File: src/rtl/llc_arbiter_if.sv
// Bundle of the I-cache, D-cache and line-port signals that meet at the
// last-level line arbiter. The master view belongs to the arbiter and the
// slave view to everything around it (both L1 caches and the line port).
interface llc_arbiter_if #(
    parameter int ADDR_W = 32,
    parameter int LINE_W = 256
);
    // I-cache side
    logic              i_read;
    logic [ADDR_W-1:0] i_addr;
    logic [LINE_W-1:0] i_rdata;
    logic              i_resp;
    // D-cache side
    logic              d_read;
    logic              d_write;
    logic [ADDR_W-1:0] d_addr;
    logic [LINE_W-1:0] d_wdata;
    logic [LINE_W-1:0] d_rdata;
    logic              d_resp;
    // line port side
    logic              mem_read;
    logic              mem_write;
    logic [ADDR_W-1:0] mem_addr;
    logic [LINE_W-1:0] mem_wdata;
    logic [LINE_W-1:0] mem_rdata;
    logic              mem_resp;
    // {d_owner, i_owner}
    logic [1:0]        grant;

    modport master (
        input  i_read, i_addr, d_read, d_write, d_addr, d_wdata,
        input  mem_rdata, mem_resp,
        output i_rdata, i_resp, d_rdata, d_resp,
        output mem_read, mem_write, mem_addr, mem_wdata, grant
    );

    modport slave (
        output i_read, i_addr, d_read, d_write, d_addr, d_wdata,
        output mem_rdata, mem_resp,
        input  i_rdata, i_resp, d_rdata, d_resp,
        input  mem_read, mem_write, mem_addr, mem_wdata, grant
    );
endinterface

File: src/rtl/llc_arbiter.sv
// Shares the single cacheline port between the I-cache and the D-cache.
// One whole-line transaction at a time: the winner's request is latched,
// driven downstream until mem_resp, and the completion pulse is routed back.
// Ties go round-robin (RR_EN=1) or always to the D-cache (RR_EN=0).
module llc_arbiter #(
    parameter int ADDR_W = 32,
    parameter int LINE_W = 256,
    parameter int RR_EN  = 1
) (
    input  logic          clk,
    input  logic          rst,
    llc_arbiter_if.master bus
);

    typedef enum logic [1:0] {
        IDLE    = 2'd0,
        SERVE_I = 2'd1,
        SERVE_D = 2'd2,
        RELEASE = 2'd3
    } state_t;

    // line addresses always start on a 32-byte boundary
    localparam logic [ADDR_W-1:0] LINE_MASK = ~ADDR_W'(32'h1f);

    state_t            state_reg, state_next;
    logic              last_d_reg;      // 1: most recent grant went to the D-cache
    logic              op_write_reg;
    logic [ADDR_W-1:0] addr_reg;
    logic [LINE_W-1:0] wdata_reg;

    logic              d_req;
    logic              i_req;
    logic              tie_to_d;
    logic [1:0]        owner;           // {d_owner, i_owner}
    logic [1:0]        resp_vec;

    // a simultaneous read+write from the D-cache counts as a write-back
    assign d_req    = bus.d_read | bus.d_write;
    assign i_req    = bus.i_read;
    // on a tie the D-cache wins when fixed priority is selected or when I went last
    assign tie_to_d = (RR_EN == 0) || !last_d_reg;

    // state register
    always_ff @(posedge clk or posedge rst) begin
        if (rst) begin
            state_reg <= IDLE;
        end else begin
            state_reg <= state_next;
        end
    end

    // capture the winning request and remember who won, at the moment of grant
    always_ff @(posedge clk or posedge rst) begin
        if (rst) begin
            last_d_reg   <= 1'b1;
            op_write_reg <= 1'b0;
            addr_reg     <= '0;
            wdata_reg    <= '0;
        end else if (state_reg == IDLE && state_next == SERVE_D) begin
            last_d_reg   <= 1'b1;
            op_write_reg <= bus.d_write;
            addr_reg     <= bus.d_addr & LINE_MASK;
            wdata_reg    <= bus.d_wdata;
        end else if (state_reg == IDLE && state_next == SERVE_I) begin
            last_d_reg   <= 1'b0;
            op_write_reg <= 1'b0;
            addr_reg     <= bus.i_addr & LINE_MASK;
        end
    end

    // next-state: arbitrate in IDLE, wait for mem_resp while serving, one RELEASE cycle
    always_comb begin
        state_next = state_reg;
        case (state_reg)
            IDLE: begin
                if (d_req && (!i_req || tie_to_d)) begin
                    state_next = SERVE_D;
                end else if (i_req) begin
                    state_next = SERVE_I;
                end
            end
            SERVE_I, SERVE_D: begin
                if (bus.mem_resp) begin
                    state_next = RELEASE;
                end
            end
            RELEASE: state_next = IDLE;
            default: state_next = IDLE;
        endcase
    end

    // outputs: downstream request strobes and owner vector from the current state
    always_comb begin
        owner         = 2'b00;
        bus.mem_read  = 1'b0;
        bus.mem_write = 1'b0;
        case (state_reg)
            SERVE_I: begin
                owner        = 2'b01;
                bus.mem_read = 1'b1;
            end
            SERVE_D: begin
                owner         = 2'b10;
                bus.mem_read  = !op_write_reg;
                bus.mem_write = op_write_reg;
            end
            default: begin
                owner = 2'b00;
            end
        endcase
    end

    // per-requester grant and completion; completion only while that side owns the port
    genvar gi;
    generate
        for (gi = 0; gi < 2; gi++) begin : g_port
            assign bus.grant[gi] = owner[gi];
            assign resp_vec[gi]  = owner[gi] & bus.mem_resp;
        end
    endgenerate

    assign bus.i_resp    = resp_vec[0];
    assign bus.d_resp    = resp_vec[1];
    assign bus.mem_addr  = addr_reg;
    assign bus.mem_wdata = wdata_reg;
    assign bus.i_rdata   = bus.mem_rdata;
    assign bus.d_rdata   = bus.mem_rdata;

endmodule

File: src/flat_wrapper.sv
// flat-port wrapper written by rule: the top's interface ports become plain ports
module llc_arbiter_flat 
#(
    parameter int ADDR_W = 32,
    parameter int LINE_W = 256,
    parameter int RR_EN  = 1
)
  (clk, rst, bus_i_read, bus_i_addr, bus_d_read, bus_d_write, bus_d_addr, bus_d_wdata, bus_mem_rdata, bus_mem_resp, bus_i_rdata, bus_i_resp, bus_d_rdata, bus_d_resp, bus_mem_read, bus_mem_write, bus_mem_addr, bus_mem_wdata, bus_grant);
  llc_arbiter_if #(.ADDR_W(ADDR_W), .LINE_W(LINE_W)) bus_i ();
  input  logic clk;
  input  logic rst;
  input wire logic [$bits(bus_i.i_read)-1:0] bus_i_read;
  input wire logic [$bits(bus_i.i_addr)-1:0] bus_i_addr;
  input wire logic [$bits(bus_i.d_read)-1:0] bus_d_read;
  input wire logic [$bits(bus_i.d_write)-1:0] bus_d_write;
  input wire logic [$bits(bus_i.d_addr)-1:0] bus_d_addr;
  input wire logic [$bits(bus_i.d_wdata)-1:0] bus_d_wdata;
  input wire logic [$bits(bus_i.mem_rdata)-1:0] bus_mem_rdata;
  input wire logic [$bits(bus_i.mem_resp)-1:0] bus_mem_resp;
  output wire logic [$bits(bus_i.i_rdata)-1:0] bus_i_rdata;
  output wire logic [$bits(bus_i.i_resp)-1:0] bus_i_resp;
  output wire logic [$bits(bus_i.d_rdata)-1:0] bus_d_rdata;
  output wire logic [$bits(bus_i.d_resp)-1:0] bus_d_resp;
  output wire logic [$bits(bus_i.mem_read)-1:0] bus_mem_read;
  output wire logic [$bits(bus_i.mem_write)-1:0] bus_mem_write;
  output wire logic [$bits(bus_i.mem_addr)-1:0] bus_mem_addr;
  output wire logic [$bits(bus_i.mem_wdata)-1:0] bus_mem_wdata;
  output wire logic [$bits(bus_i.grant)-1:0] bus_grant;
  assign bus_i.i_read = bus_i_read;
  assign bus_i.i_addr = bus_i_addr;
  assign bus_i.d_read = bus_d_read;
  assign bus_i.d_write = bus_d_write;
  assign bus_i.d_addr = bus_d_addr;
  assign bus_i.d_wdata = bus_d_wdata;
  assign bus_i.mem_rdata = bus_mem_rdata;
  assign bus_i.mem_resp = bus_mem_resp;
  assign bus_i_rdata = bus_i.i_rdata;
  assign bus_i_resp = bus_i.i_resp;
  assign bus_d_rdata = bus_i.d_rdata;
  assign bus_d_resp = bus_i.d_resp;
  assign bus_mem_read = bus_i.mem_read;
  assign bus_mem_write = bus_i.mem_write;
  assign bus_mem_addr = bus_i.mem_addr;
  assign bus_mem_wdata = bus_i.mem_wdata;
  assign bus_grant = bus_i.grant;
  llc_arbiter #(.ADDR_W(ADDR_W), .LINE_W(LINE_W), .RR_EN(RR_EN)) u_core (.clk(clk), .rst(rst), .bus(bus_i));
endmodule
File: config.mk
export PLATFORM = sky130hd
export DESIGN_NAME = llc_arbiter_flat
export DESIGN_NICKNAME = d
export VERILOG_FILES = /design/src/rtl/llc_arbiter_if.sv /design/src/rtl/llc_arbiter.sv /design/src/flat_wrapper.sv
export SDC_FILE = /design/constraint.sdc
export NUM_CORES = 1
export LEC_CHECK = 0
export CORE_AREA = 2 2 542 544
export DETAILED_ROUTE_END_ITERATION = 8
export DIE_AREA = 0 0 544 546
export PLACE_DENSITY = 0.3
export SETUP_SLACK_MARGIN = 0.02
export SYNTH_ARGS = -nofsm -noshare
export SYNTH_HDL_FRONTEND = slang
export SYNTH_SLANG_ARGS = --single-unit
File: constraint.sdc
create_clock -name clk -period 12.71 [get_ports clk]
set_input_delay 2.542 -clock clk [delete_from_list [all_inputs] [get_ports clk]]
set_output_delay 2.542 -clock clk [all_outputs]
set_load 0.02 [all_outputs]
==> metrics, run 1 <==
wire per inst=between 20 and 25 um; initial core utilization=0.0555; CTS tree=done; max incr delay on CP=0.85 ns; 1st-iter DRT viols=393; CP Cell Sequence=clkdlybuf4s50_1 > and2_1 > clkdlybuf4s50_1; Routed WL=132 mm; Die Ht=546 um; Ports=roughly 1,400; drt first pass iters=4; endpoint type of the worst setup path=output port; commonest non-fill, non-tap cell in the layout=clkdlybuf4s50_1; leakage=between 0.009 and 0.01 uW; syn_area_per_cell=approximately 13 um2; largest net degree at the start of global routing=slightly above 100; IO Port Bufs=604; f_max=approximately 0.15 GHz; Slowest cell on crit path=clkdlybuf4s50_1; total track usage=0.0858; sequential share of the synthesized area=0.443; most frequent cells in the layout=604 x clkdlybuf4s50_1, 286 x dfrtp_1, 229 x mux2_4, 44 x clkbuf_16, 30 x nor2_1; Core ar.=roughly 300,000 um2; Mapped Cells=roughly 1,300; WHS=0.503 ns; PwrDens=roughly 270 nW/um2; area of the mapped netlist=between 15,000 and 20,000 um2; hold_buf cts=0; minimum clock period=between 6 and 7 ns; Util after Layout=0.0835; crit path kind=input port to output port; CP bufs+invs=2; status=finished clean; FF+latch count, synth=approximately 290; Max rail drop VDD=135 uV; first-pass GRT wire length=between 150 and 200 mm; antenna-violating nets left=0; share of cells above drive strength 1=0.250; Sinks on Clock Net=about 290; CP Launch Point=bus_mem_resp; Slew @ Worst Pin=about 1.1 ns; Final setup viols=0; clk slew on worst S/H paths=roughly 0.04 ns; period utilization=0.534; DIE WIDTH=544 um; DRC Markers=0; initial antenna violation count=34; GPL Wtd Cong=slightly above 0.7; Filler cells=between 30,000 and 40,000; RSZ-0062 raised after global routing=no; slew margin rel.=0.296; vias per cell=1.84; Slew Limit Fails=0; CP most frequent cell=clkdlybuf4s50_1; Largest register FFs=between 200 and 300; crit path launch type=input port; Max-cap violations=0; Setup WS pre-CTS=5.72 ns; Setup TNS=0 ns; Die ar.=~300,000 um2; Layout area overhead=50.2%; Root Driver=clkbuf_16; final hold vios=0; post-layout worst setup margin=just under 6 ns; Yosys cell types=34; crit-path leading delay family=buffers and inverters; CTS Buf Count=44; Post-CTS Resized=0; CP Max Fanout=3; worst skew pair latency=0.65 ns; worst r2r src=u_core.state_reg[0]; via count of the routed design=9,790; clk buf depth=3; Post CTS Setup Buffer Count=0; Rows=approximately 200; HP Class=register to register; vias in the first global route=10,200; Critical Path RT=~10 ns; worst path arrival time=~4.2 ns; Synth Warn #=0; post-DP HPWL=around 120 mm; Nets=1,945; H-tree depth=2; clock skew=about 0.021 ns; worst hold start=u_core.bus.mem_wdata[61]; grt total ovfl=0
[power by group]
part           switching, uW  internal [uW]
logic                   1810           1720
registers                303           1400
clock network            537            797
[logic make-up (layout without fill, tap and decap cells)]
group,Yosys count,count (layout),share of synthesized area
xor+xnor,1,1,0.000540
simple gates,67,67,0.0177
buf+inv,565,702,0.277
compound gates,71,71,0.0272
mux,256,256,0.231
other cells,1,7,0.000231
flops,287,287,0.443
fa+ha+maj,5,5,0.00386
[cell usage after synthesis (all sizes together)]
| library cell | number | area, um2 |
|---|---|---|
| buf | 555 | 4450 |
| dfrtp | 286 | 7160 |
| mux2 | 256 | 3740 |
| nor2 | 31 | 124 |
| o21ai | 29 | 156 |
| a31oi | 28 | 175 |
| nand2 | 28 | 105 |
| a21oi | 6 | 41.3 |
| inv | 6 | 22.5 |
| ha | 5 | 62.6 |
| and2 | 4 | 25.0 |
| clkbuf | 4 | 18.8 |
| nor2b | 2 | 12.5 |
| o22ai | 2 | 12.5 |
| a21boi | 1 | 7.51 |
| conb | 1 | 3.75 |
| dfstp | 1 | 26.3 |
| nand2b | 1 | 13.8 |
| o21a | 1 | 7.51 |
| o21ba | 1 | 10.0 |
| o2bb2ai | 1 | 15.0 |
| o31a | 1 | 8.76 |
| o31ai | 1 | 7.51 |
| or2 | 1 | 6.26 |
| xor2 | 1 | 8.76 |
[worst register-to-register path: stages, from the launching register on]
cell and delay [ns]:
dfrtp_1 0.46, inv_1 0.15, ha_1 0.39, o21ai_4 0.10
buf_4 0.36, buf_12 0.58, buf_4 1.19, mux2_4 0.43
[per-stage QoR]
step	area, um2	power, uW	std cells
floorplan	16200	3800	1257
global placement	22800	5370	5231
detailed placement	22800	5360	5231
CTS	24400	6780	5313
global route	24400	6970	5313
finish	24400	6560	5315
[worst paths after layout]
kind / cells past startpoint / to / slack [ns]
worst max-delay path: 3 / bus_i_resp / 5.93
worst min-delay path: 1 / u_core.bus.mem_wdata[61] / 0.50
worst max register to register: 7 / u_core.bus.mem_wdata[135] / 8.92
worst min register to register: 1 / u_core.bus.mem_wdata[61] / 0.50
max in group asynchronous: 4 / u_core.bus.mem_addr[14] / 8.25
min in group asynchronous: 2 / u_core.bus.mem_wdata[239] / 2.35
[area by class of cell]
class / count / area (um2) / share of cell area
multi-input combinational: 405 / 4560 / 0.187
tap: 3919 / 4900 / 0.201
clock buffer: 61 / 1250 / 0.0515
sequential: 287 / 7180 / 0.295
inverter: 6 / 30.0 / 0.00123
timing repair buffer: 614 / 6150 / 0.252
clock inverter: 21 / 289 / 0.0119
antenna: 2 / 5.00 / 0.000205
[layer usage]
| metal | routed length [um] | global-route usage |
|---|---|---|
| met2 | 62400 | 0.144 |
| met5 | 240 | 0.0101 |
| met3 | 27300 | 0.0781 |
| met4 | 5060 | 0.0323 |
| met1 | 37300 | 0.0689 |
Note: power is estimated with default switching activity, not from simulation.
==> run 2, diff against run 1 <==
- CORE_AREA: 2 2 542 544 -> 2 2 545 547
- DIE_AREA: 0 0 544 546 -> 0 0 547 549
- clock period: 12.71 -> 5.7 ns (I/O delays scaled with it)
==> metrics, run 2 (same netlist as run 1, synthesis figures left out) <==
met2 wire len=55.3 mm; Post CTS Setup Buffer Count=0; Die ar.=300,000 um2; f_max=around 0.26 GHz; clock skew=0.0343 ns; CTS Buf Count=42; antenna-violating nets left=0; Layout area overhead=51.1%; commonest non-fill, non-tap cell in the layout=clkdlybuf4s50_1; initial core utilization=0.0550; Max-cap violations=0; first-pass GRT wire length=about 140 mm; Ports=1,388; endpoint type of the worst setup path=output port; final hold vios=0; Slew @ Worst Pin=~1.1 ns; Filler cells=about 34,000; Setup TNS=0 ns; DRC Markers=0; top sig layer=met5; RSZ-0062 raised after global routing=no; Core ar.=295,000 um2; DR WL met3=22.4 mm; crit path launch type=register; status=finished clean; via count of the routed design=9,678; H-tree depth=2; Die Ht=549 um; GPL Wtd Cong=about 0.78; vias per cell=~1.8; Slew Limit Fails=0; HP Class=register to register; clk buf depth=3; worst path arrival time=between 2 and 3 ns; hold_buf cts=0; initial antenna violation count=25; vias in the first global route=between 10,000 and 15,000; DIE WIDTH=between 500 and 600 um; Critical Path RT=between 4 and 5 ns; minimum clock period=roughly 3.8 ns; Routed WL=around 120 mm; IO Port Bufs=~600; drt first pass iters=4; Rows=200; largest net degree at the start of global routing=a little under 90; Max rail drop VDD=slightly below 300 uV; Util after Layout=0.0831; wire per inst=between 20 and 25 um; post-DP HPWL=approximately 100 mm; leakage=between 0.009 and 0.01 uW; clk slew on worst S/H paths=~0.060 ns; crit path kind=register to output port; Largest register FFs=approximately 260; CP Max Fanout=7; most frequent cells in the layout=602 x clkdlybuf4s50_1, 286 x dfrtp_1, 229 x mux2_4, 43 x clkbuf_16, 30 x nor2_1; worst skew pair latency=approximately 0.63 ns; met1 wire length=34.5 mm; Sinks on Clock Net=about 290; 1st-iter DRT viols=422; Post-CTS Resized=0; CTS tree=done; Final setup viols=0; slew margin rel.=0.242; share of cells above drive strength 1=0.257; period utilization=0.669; grt total ovfl=0; Nets=slightly below 2,000; PwrDens=589 nW/um2; Root Driver=clkbuf_16; total track usage=0.0751
## run 2: through the flow
stage	cell area, um2	cells	total power [uW]	worst slack [ns]	hold WS, ns
after floorplan	16200	1257	8470	0.756	0.490
after global placement	23100	5270	12000	1.93	0.493
after detailed placement	23100	5270	12000	1.91	0.491
after CTS	24500	5346	15000	1.58	0.507
after global routing	24500	5346	15400	1.62	0.515
final	24500	5349	14400	1.89	0.504
## run 2: worst paths after layout
kind                                           from                  endpoint  slack (ns)  depth (start not counted)
min                        u_core.bus.mem_wdata[77]  u_core.bus.mem_wdata[77]        0.50                          1
max                             u_core.state_reg[1]              bus_mem_read        1.89                          4
max reg2reg                     u_core.state_reg[1]   u_core.bus.mem_addr[19]        2.88                          5
max in group asynchronous                       rst  u_core.bus.mem_wdata[47]        3.54                          4
min in group asynchronous                       rst  u_core.bus.mem_wdata[92]        0.96                          2
min reg2reg                u_core.bus.mem_wdata[77]  u_core.bus.mem_wdata[77]        0.50                          1
## run 2: final cells by class
type,count,area [um2],share of cell area
sequential,287,7180,0.293
timing repair buffer,633,6370,0.260
tap,3939,4930,0.201
multi-input combinational,405,4560,0.186
clock buffer,61,1210,0.0495
clock inverter,15,216,0.00883
inverter,6,26.3,0.00107
antenna,3,7.51,0.000306
## run 2: critical path, stage by stage (launching register included)
cell             delay, ns
dfrtp_1               0.52
inv_1                 0.14
ha_1                  0.30
nor2b_1               0.14
clkdlybuf4s50_1       0.91
## run 2: per-layer routing
layer,vias up,GRT usage
met5,-,0.00174
met4,4,0.0298
met3,270,0.0650
met2,994,0.125
met1,4533,0.0636
li1,3877,-
## run 2: power by group
group          leakage, uW  internal, uW  switching (uW)
registers          0.00336          3120             675
clock network     0.000688          1660            1130
logic              0.00507          3870            3970
